==> config.mk <==
export PLATFORM = sky130hd
export DESIGN_NAME = reg_spill
export DESIGN_NICKNAME = d
export VERILOG_FILES = /design/src/rtl/reg_spill_pkg.sv /design/src/rtl/reg_spill_fifo.sv /design/src/rtl/reg_spill.sv
export SDC_FILE = /design/constraint.sdc
export NUM_CORES = 1
export LEC_CHECK = 0
export BUFFER_PORTS_ARGS = -buffer_cell sky130_fd_sc_hd__buf_2
export CORE_AREA = 3 3 70 105
export CTS_BUF_LIST = sky130_fd_sc_hd__clkbuf_8
export DETAILED_ROUTE_END_ITERATION = 7
export DIE_AREA = 0 0 73 108
export PLACE_DENSITY_LB_ADDON = 0.3
export SYNTH_ARGS = -nofsm -noshare
export SYNTH_HDL_FRONTEND = slang
export SYNTH_SLANG_ARGS = --single-unit
==> constraint.sdc <==
create_clock -name clk -period 3 [get_ports clk]
set_input_delay 0.15 -clock clk [delete_from_list [all_inputs] [get_ports clk]]
set_output_delay 0.15 -clock clk [all_outputs]
set_load 0.05 [all_outputs]
==> src/rtl/reg_spill_pkg.sv <==
// Shared definitions for the register spill/refill engine: state encoding
// and the default register-file depth, used by the CPU side and the spill logic.
`ifndef REG_SPILL_PKG_SV
`define REG_SPILL_PKG_SV
package reg_spill_pkg;

  localparam int NUM_REGS_DEFAULT = 32;
  localparam int IDX_W            = 5;

  typedef enum logic [1:0] {
    ST_IDLE    = 2'd0,
    ST_SAVE    = 2'd1,
    ST_DRAIN   = 2'd2,
    ST_RESTORE = 2'd3
  } spill_state_e;

endpackage
`endif

==> src/rtl/reg_spill_fifo.sv <==
// Two-entry byte FIFO with valid/ready on both sides. It buffers register
// read data between the regfile read port and the spill byte stream.
module byte_fifo2 (
  input  logic       clk,
  input  logic       reset,
  input  logic       in_valid,
  output logic       in_ready,
  input  logic [7:0] in_data,
  output logic       out_valid,
  input  logic       out_ready,
  output logic [7:0] out_data,
  output logic [1:0] count
);

  logic [7:0] mem_q [2];
  logic       wr_ptr_q;
  logic       rd_ptr_q;
  logic [1:0] cnt_q;
  logic       push;
  logic       pop;

  assign in_ready  = (cnt_q != 2'd2);
  assign out_valid = (cnt_q != 2'd0);
  assign out_data  = mem_q[rd_ptr_q];
  assign count     = cnt_q;
  assign push      = in_valid && in_ready;
  assign pop       = out_valid && out_ready;

  // Pointer and occupancy tracking; cleared by the synchronous reset.
  always_ff @(posedge clk) begin
    if (!reset) begin
      wr_ptr_q <= 1'b0;
      rd_ptr_q <= 1'b0;
      cnt_q    <= 2'd0;
    end else begin
      if (push) wr_ptr_q <= ~wr_ptr_q;
      if (pop)  rd_ptr_q <= ~rd_ptr_q;
      cnt_q <= cnt_q + {1'b0, push} - {1'b0, pop};
    end
  end

  // Storage is data only; occupancy decides what is meaningful.
  always_ff @(posedge clk) begin
    if (push) mem_q[wr_ptr_q] <= in_data;
  end

endmodule

==> src/rtl/reg_spill.sv <==
// Register spill/refill engine. SAVE streams regfile bytes first..last out
// through a 2-entry FIFO; RESTORE writes an incoming byte stream back in
// descending order (last..first) so a saved stream, replayed in reverse,
// puts every register back where it came from.
module reg_spill
  import reg_spill_pkg::*;
#(
  parameter int NUM_REGS = NUM_REGS_DEFAULT
) (
  input  logic        clk,
  input  logic        reset,
  input  logic        save_start,
  input  logic        restore_start,
  input  logic [4:0]  first_reg,
  input  logic [4:0]  last_reg,
  output logic        busy,
  output logic        done,
  output logic [5:0]  rf_b,
  input  logic [7:0]  rf_Rb,
  output logic        rf_write,
  output logic        rf_write_word,
  output logic [5:0]  rf_d,
  output logic [15:0] rf_Rd,
  output logic        out_valid,
  input  logic        out_ready,
  output logic [7:0]  out_data,
  input  logic        in_valid,
  output logic        in_ready,
  input  logic [7:0]  in_data
);

  spill_state_e     state_q, state_d;
  logic [IDX_W-1:0] first_q, first_d;
  logic [IDX_W-1:0] last_q, last_d;
  logic [IDX_W-1:0] idx_q, idx_d;
  logic             inflight_q, inflight_d;
  logic             done_q, done_d;

  logic             issue;
  logic             range_bad;
  logic             fifo_in_ready;
  logic             fifo_pop;
  logic [1:0]       fifo_cnt;
  logic [1:0]       occ_after;

  byte_fifo2 u_fifo (
    .clk       (clk),
    .reset     (reset),
    .in_valid  (inflight_q),
    .in_ready  (fifo_in_ready),
    .in_data   (rf_Rb),
    .out_valid (out_valid),
    .out_ready (out_ready),
    .out_data  (out_data),
    .count     (fifo_cnt)
  );

  assign fifo_pop  = out_valid && out_ready;
  // Bytes held or owed to the FIFO once this cycle's pop is accounted for;
  // counting the pop lets a read issue every cycle while the sink keeps up.
  assign occ_after = fifo_cnt + {1'b0, inflight_q} - {1'b0, fifo_pop};
  assign range_bad = (first_reg > last_reg) || (int'(last_reg) >= NUM_REGS);

  assign busy          = (state_q != ST_IDLE);
  assign done          = done_q;
  assign in_ready      = (state_q == ST_RESTORE);
  assign rf_write      = in_valid && in_ready;
  assign rf_write_word = 1'b0;
  assign rf_b          = issue ? {1'b0, idx_q} : 6'd0;
  assign rf_d          = in_ready ? {1'b0, idx_q} : 6'd0;
  assign rf_Rd         = {8'h00, in_data};

  // Control registers; range and index are plain data and need no reset.
  always_ff @(posedge clk) begin
    if (!reset) begin
      state_q    <= ST_IDLE;
      inflight_q <= 1'b0;
      done_q     <= 1'b0;
    end else begin
      state_q    <= state_d;
      inflight_q <= inflight_d;
      done_q     <= done_d;
    end
  end

  // Range latch and walking register index.
  always_ff @(posedge clk) begin
    first_q <= first_d;
    last_q  <= last_d;
    idx_q   <= idx_d;
  end

  // Next-state, read issue and completion logic.
  always_comb begin
    state_d    = state_q;
    first_d    = first_q;
    last_d     = last_q;
    idx_d      = idx_q;
    inflight_d = 1'b0;
    done_d     = 1'b0;
    issue      = 1'b0;
    unique case (state_q)
      ST_IDLE: begin
        if (save_start || restore_start) begin
          first_d = first_reg;
          last_d  = last_reg;
          if (range_bad) begin
            done_d = 1'b1;
          end else if (save_start) begin
            state_d = ST_SAVE;
            idx_d   = first_reg;
          end else begin
            state_d = ST_RESTORE;
            idx_d   = last_reg;
          end
        end
      end
      ST_SAVE: begin
        if ((occ_after < 2'd2) && (fifo_in_ready || fifo_pop)) begin
          issue      = 1'b1;
          inflight_d = 1'b1;
          if (idx_q == last_q) state_d = ST_DRAIN;
          else                 idx_d   = idx_q + 5'd1;
        end
      end
      ST_DRAIN: begin
        if (occ_after == 2'd0) begin
          state_d = ST_IDLE;
          done_d  = 1'b1;
        end
      end
      ST_RESTORE: begin
        if (rf_write) begin
          if (idx_q == first_q) begin
            state_d = ST_IDLE;
            done_d  = 1'b1;
          end else begin
            idx_d = idx_q - 5'd1;
          end
        end
      end
      default: state_d = ST_IDLE;
    endcase
  end

endmodule

==> flow_summary.yaml, run 1 <==
sta:
  hold_ws_ns: 0.0500
  skew_ns: 0.00542
  final-max-slew-violation-count: 0
  min_period_ns: 2.73
  tightestPinTransition_ns: 0.770
  tns_ns: 0
  setup-violations-final: 0
  hold_viol_final: 0
  fmaxAchievable_ghz: 0.366
  max_slew_margin_pct: 48.5
  finalCritPeriodShare_pct: 91.1
  rsz0062_at_grt: "false"
synth:
  synth_top_area_cell: "edfxtp_1"
  synth_simple_gate_area_share_pct: 9.51
  synth_top_family_by_area: "buffers and inverters"
  synth_xor_area_share_pct: 6.54
  synth.area.top_cells: "edfxtp_1, ha_1, dfxtp_1"
  synth_fa_ha_area_share_pct: 9.67
  avgSynthCellArea_um2: 11.3
  synth_seq_area_share_pct: 48.8
  ys.flop_type: "edfxtp_1"
  ys_warn_count: 0
  ys_types: 33
  synthArstFlopShare_pct: 0
  synth-seq-cells: 40
  synth_compound_area_share_pct: 6.37
  synth_edf_count: 31
  synth_cells: 201
  syn_area_um2: 2280
  muxShareOfSynthArea_pct: 8.52
  yosysTopAreaCellShare_pct: 40.9
detailed_routing:
  vias: 1463
  drc: 0
  routedLengthMet1_um: 1610
  via_per_inst: 4.57
  met3_length_um: 255
  drtIter0Drc: 45
  met2_length_um: 2470
  wl_um: 4370
  dr.max_layer_used: "met4"
  firstDrtPassIters: 4
  avgRoutedWirePerCell_um: 13.7
  ant_nets: 0
hold_path:
  hold_depth: 1
  min_path_type: "in -> reg"
global_routing:
  overflow: 0
  grt_start_max_net_pins: 13
  grt_pass1_wl_um: 6870
  antenna_found_initial: 0
  first_global_vias: 1475
  grtUsageTotal_pct: 11.6
power_and_ir_drop:
  leakage_nw: 1.25
  vdd_drop_max_mv: 0.413
  p_total_mw: 2.57
  power_density_nw_per_um2: 990
place:
  dpl_cell_area_um2: 2480
  gp_congestion: 0.776
  dp.cells: 311
  dp_hpwl_um: 3560
  io_buffers: 46
clocking:
  cts_buffer_depth: 2
  cts-resized-gates: 0
  cts_tree: "built"
  cts-root-buf: "clkbuf_8"
  cts_buffers: 5
  clkTransAtPathRegs_ns: 0.08
  cts_max_level: 2
  insertion_delay_ns: 0.28
  cts.sinks: 40
worst_setup_path:
  cp.required_ns: 2.85
  cp.arrival_ns: 2.58
  path_class: "reg -> out"
  crit_path_max_fanout: 8
  crit_chain: "inv_1 -> nand2_1 -> and2_1 -> ha_1 -> inv_1 -> ha_1 -> xor2_1 -> mux2i_2 -> buf_4 -> and3_1 -> buf_2"
  startpoint_type: "flip-flop"
  cpPeakStageDelay_ns: 0.36
  rr_worst_depth: 12
  cp-end-kind: "output pin"
  slowest_stage: "dfxtp_1"
final_layout:
  multi_input_area_um2: 966
  n_antenna_cell: 0
  final_layout_size_suffix_gt1_share_pct: 27.0
  final_cells: 320
  areaGrowthSynthToFinish_pct: 14.2
  fillers: 641
  num-nets-final: 292
  fin_area_um2: 2600
  ff_latch_area_um2: 1110
die:
  fp.coreArea_um2: 6530
  die_area_um2: 7880
  io_pins: 74
  chipWidth_um: 73
  fp-row-count: 36
  initial_core_util_pct: 34.9
  die_h_um: 108
outcome:
  status: "finished clean"
flow_run:
  cap_violations: 0
-- area by class of cell --
cell class,instances,share of cell area [%]
clock buffer,5,2.65
clock inverter,3,1.49
tap,76,3.66
timing repair buffer,48,9.43
sequential,40,42.7
inverter,20,2.89
multi-input combinational,128,37.2
-- sequential cells by signal, summed over array words and instances, names as in the netlist, named ones only --
signal,flops
inflight_q,1
u_fifo.count,2
u_fifo.wr_ptr_q,1
last_q,5
done,1
first_q,5
idx_q,5
state_q,2
u_fifo.mem_q,16
u_fifo.rd_ptr_q,1
-- cells in the final DEF (no fill, tap or decap), drive strengths merged, types with 2 or more instances in the layout --
master	instances
xnor2	8
inv	21
a21oi	7
nand2	9
dfxtp	9
o21ai	7
mux2	8
nor2	9
clkbuf	5
nor3	2
nand3	4
a21o	4
buf	48
and2	5
and3	8
nor2b	3
conb	11
xor2	9
mux2i	10
edfxtp	31
ha	16
-- per-stage QoR --
stage | setup slack [ns] | util [%]
finish | 0.266 | 39.8
global route | 0.0801 | 39.8
CTS | 0.163 | 39.7
detailed placement | 0.351 | 38.0
global placement | 0.463 | 38.0
floorplan | 0.232 | -
-- logic make-up (layout without fill, tap and decap cells) --
kind of cell    Yosys count  in the layout
mux                      18             18
simple gates             42             42
buf+inv                  43             76
flops                    40             40
other cells               1             11
xor+xnor                 17             17
compound gates           23             23
fa+ha+maj                17             17
-- critical path, delay by kind of cell, from the launching register on --
family | cells | cell delay, ns
adder cells (fa/ha/maj) | 2 | 0.48
flip-flops | 1 | 0.36
multiplexers | 1 | 0.22
AND/OR/NAND/NOR | 3 | 0.43
buffers and inverters | 4 | 0.59
XOR/XNOR | 1 | 0.22
-- cell usage after synthesis (all sizes together) (4+ instances only) --
library cell  number
inv               20
a21oi              7
dfxtp              9
and3               8
buf               21
nand2              9
nor2               9
xor2               9
o21ai              7
xnor2              8
edfxtp            31
and2               5
ha                16
nand3              4
mux2               8
a21o               4
mux2i             10
-- worst paths after layout --
kind	start	end	slack [ns]
max	u_fifo.count[1]$_SDFF_PN0_	rf_b[2]	0.27
min	rf_Rb[3]	u_fifo.mem_q[0][3]$_DFFE_PP_	0.05
max reg2reg	u_fifo.count[1]$_SDFF_PN0_	idx_q[2]$_DFFE_PP_	0.42
min reg2reg	state_q[1]$_SDFFE_PN0P_	state_q[1]$_SDFFE_PN0P_	0.51
-- layer usage --
metal,vias to the layer above,global-route usage (%)
li1,738,-
met1,673,11.8
met2,46,22.2
met3,6,3.53
met4,0,3.03
met5,-,0
-- where the power goes --
group	leakage, nW	switching (mW)	internal (mW)	total [mW]
sequential	0.364	0.126	0.783	0.910
clock	0.0593	0.183	0.243	0.426
combinational	0.823	0.794	0.444	1.24
-- repair_timing --
item,in CTS,in global routing
hold endpoints to repair,0,0
endpoints found under the setup margin,0,2
buffers inserted,0,1
hold buffers,0,0
No activity file was read; power rests on OpenSTA's default activity.
==> run 2, diff against run 1 <==
--- a/config.mk
+++ b/config.mk
@@ -5,7 +5,7 @@
 export SDC_FILE = /design/constraint.sdc
 export NUM_CORES = 1
 export LEC_CHECK = 0
-export BUFFER_PORTS_ARGS = -buffer_cell sky130_fd_sc_hd__buf_2
+export BUFFER_PORTS_ARGS = -buffer_cell sky130_fd_sc_hd__buf_4
 export CORE_AREA = 3 3 70 105
 export CTS_BUF_LIST = sky130_fd_sc_hd__clkbuf_8
 export DETAILED_ROUTE_END_ITERATION = 7
==> flow_summary.yaml, run 2 (synthesis results as in run 1) <==
clocking:
  cts_buffer_depth: 2
  cts_buffers: 5
  cts-resized-gates: 0
  cts-root-buf: "clkbuf_8"
  insertion_delay_ns: 0.29
  postCtsSetupBuffers: 0
  postCtsHoldBufs: 0
  clkTransAtPathRegs_ns: 0.08
  cts.sinks: 40
  cts_max_level: 2
  cts_tree: "built"
power_and_ir_drop:
  leakage_nw: 1.29
  comb_power_share_pct: 46.4
  p_seq_share_pct: 32.0
  vdd_drop_max_mv: 0.345
  power_switching_mw: 1.13
  power_density_nw_per_um2: 1020
  clockPowerShare_pct: 21.6
  switching_share_pct: 39.8
  internal_power_mw: 1.70
sta:
  tns_ns: 0
  rsz0062_at_grt: "false"
  hold_viol_final: 0
  final-max-slew-violation-count: 0
  setup-violations-final: 0
  min_period_ns: 2.70
  tightestPinTransition_ns: 0.742
  finalCritPeriodShare_pct: 90.0
  fmaxAchievable_ghz: 0.370
  setup_ws_ns: 0.299
  max_slew_margin_pct: 50.4
  skew_ns: 0.00660
global_routing:
  first_global_vias: 1510
  overflow: 0
  grt_start_max_net_pins: 14
  antenna_found_initial: 0
  grt_pass1_wl_um: 7090
  grtUsageTotal_pct: 11.8
place:
  dp_hpwl_um: 3570
  dpl_cell_area_um2: 2610
  io_buffers: 46
  pre_cts_ws_ns: 0.567
  gp_congestion: 0.767
die:
  die_h_um: 108
  chipWidth_um: 73
  fp-row-count: 36
  fp.coreArea_um2: 6530
  initial_core_util_pct: 34.9
  die_area_um2: 7880
  io_pins: 74
worst_setup_path:
  crit_path_max_fanout: 7
  cp.required_ns: 2.85
  path_class: "reg -> out"
  cp-end-kind: "output pin"
  cp.arrival_ns: 2.55
  startpoint_type: "flip-flop"
flow_run:
  cap_violations: 0
final_layout:
  fin_area_um2: 2770
  final_util_pct: 42.4
  fillers: 637
  largest_reg_flops: 16
  final_layout_size_suffix_gt1_share_pct: 27.5
  areaGrowthSynthToFinish_pct: 21.5
  layout_common_cells: "buf_4, edfxtp_1, inv_1"
  n_antenna_cell: 0
  regMostFlops: "u_fifo.mem_q"
  num-nets-final: 292
  layout_commonest_cell: "buf_4"
outcome:
  status: "finished clean"
detailed_routing:
  ant_nets: 0
  firstDrtPassIters: 3
  via_per_inst: 4.67
  vias: 1495
  avgRoutedWirePerCell_um: 13.8
  wl_um: 4410
  drtIter0Drc: 54
  drc: 0
hold_path:
  min_path_type: "in -> reg"
==> run 2: cell types whose count changed in the layout (fill, tap and decap cells not counted), sizes merged <==
cell    before  now
clkinv       1    0
bufinv       1    3
inv         21   20
==> run 2: metrics by stage <==
step                      hold slack (ns)  cells  power, mW
final                              0.0430    320       2.83
after global routing               0.0231    320       3.02
after CTS                          0.0284    320       2.86
after detailed placement            0.300    312       2.25
after global placement              0.300    312       2.24
after floorplan                     0.249    211       1.92
==> run 2: power by group through the flow <==
stage	clock network, mW	registers [mW]	logic, mW
2_1_floorplan	0	0.889	1.03
5_1_grt	0.640	0.929	1.45
3_5_place_dp	0	0.923	1.32
6_report	0.612	0.906	1.31
3_3_place_gp	0	0.918	1.32
4_1_cts	0.625	0.910	1.33
==> run 2: cell type report <==
| class | instances | area [um^2] | area share (%) |
|---|---|---|---|
| clock buffers | 5 | 68.8 | 2.49 |
| clock inverters | 3 | 90.1 | 3.26 |
| inverters | 20 | 75.1 | 2.71 |
| multi-input cells | 128 | 966 | 34.9 |
| flip-flops and latches | 40 | 1110 | 40.2 |
| well taps | 76 | 95.1 | 3.44 |
| repair buffers | 48 | 360 | 13.0 |
==> run 2: routing by layer <==
metal / share of wire [%] / GRT usage (%) / up-vias
met5: 0 / 0 / -
met4: 2.0 / 4.35 / 0
met3: 5.5 / 2.98 / 13
met2: 54 / 21.7 / 48
met1: 38 / 12.5 / 691
li1: - / - / 743
==> run 2: critical path, cell delays in order, from the launching register on <==
cell     delay (ns)
dfxtp_1        0.36
inv_1          0.08
nand2_1        0.06
and2_1         0.17
ha_1           0.29
inv_1          0.08
ha_1           0.19
xor2_1         0.23
mux2i_2        0.26
buf_4          0.17
and3_1         0.18
buf_4          0.20
==> run 2: final timing paths <==
| check | start | to | slack, ns | cells past startpoint |
|---|---|---|---|---|
| worst max register to register | u_fifo.count[1]$_SDFF_PN0_ | idx_q[2]$_DFFE_PP_ | 0.54 | 11 |
| worst max-delay path | u_fifo.count[1]$_SDFF_PN0_ | rf_b[1] | 0.30 | 11 |
| worst min register to register | state_q[0]$_SDFFE_PN0P_ | state_q[0]$_SDFFE_PN0P_ | 0.51 | 2 |
| worst min-delay path | rf_Rb[2] | u_fifo.mem_q[1][2]$_DFFE_PP_ | 0.04 | 1 |
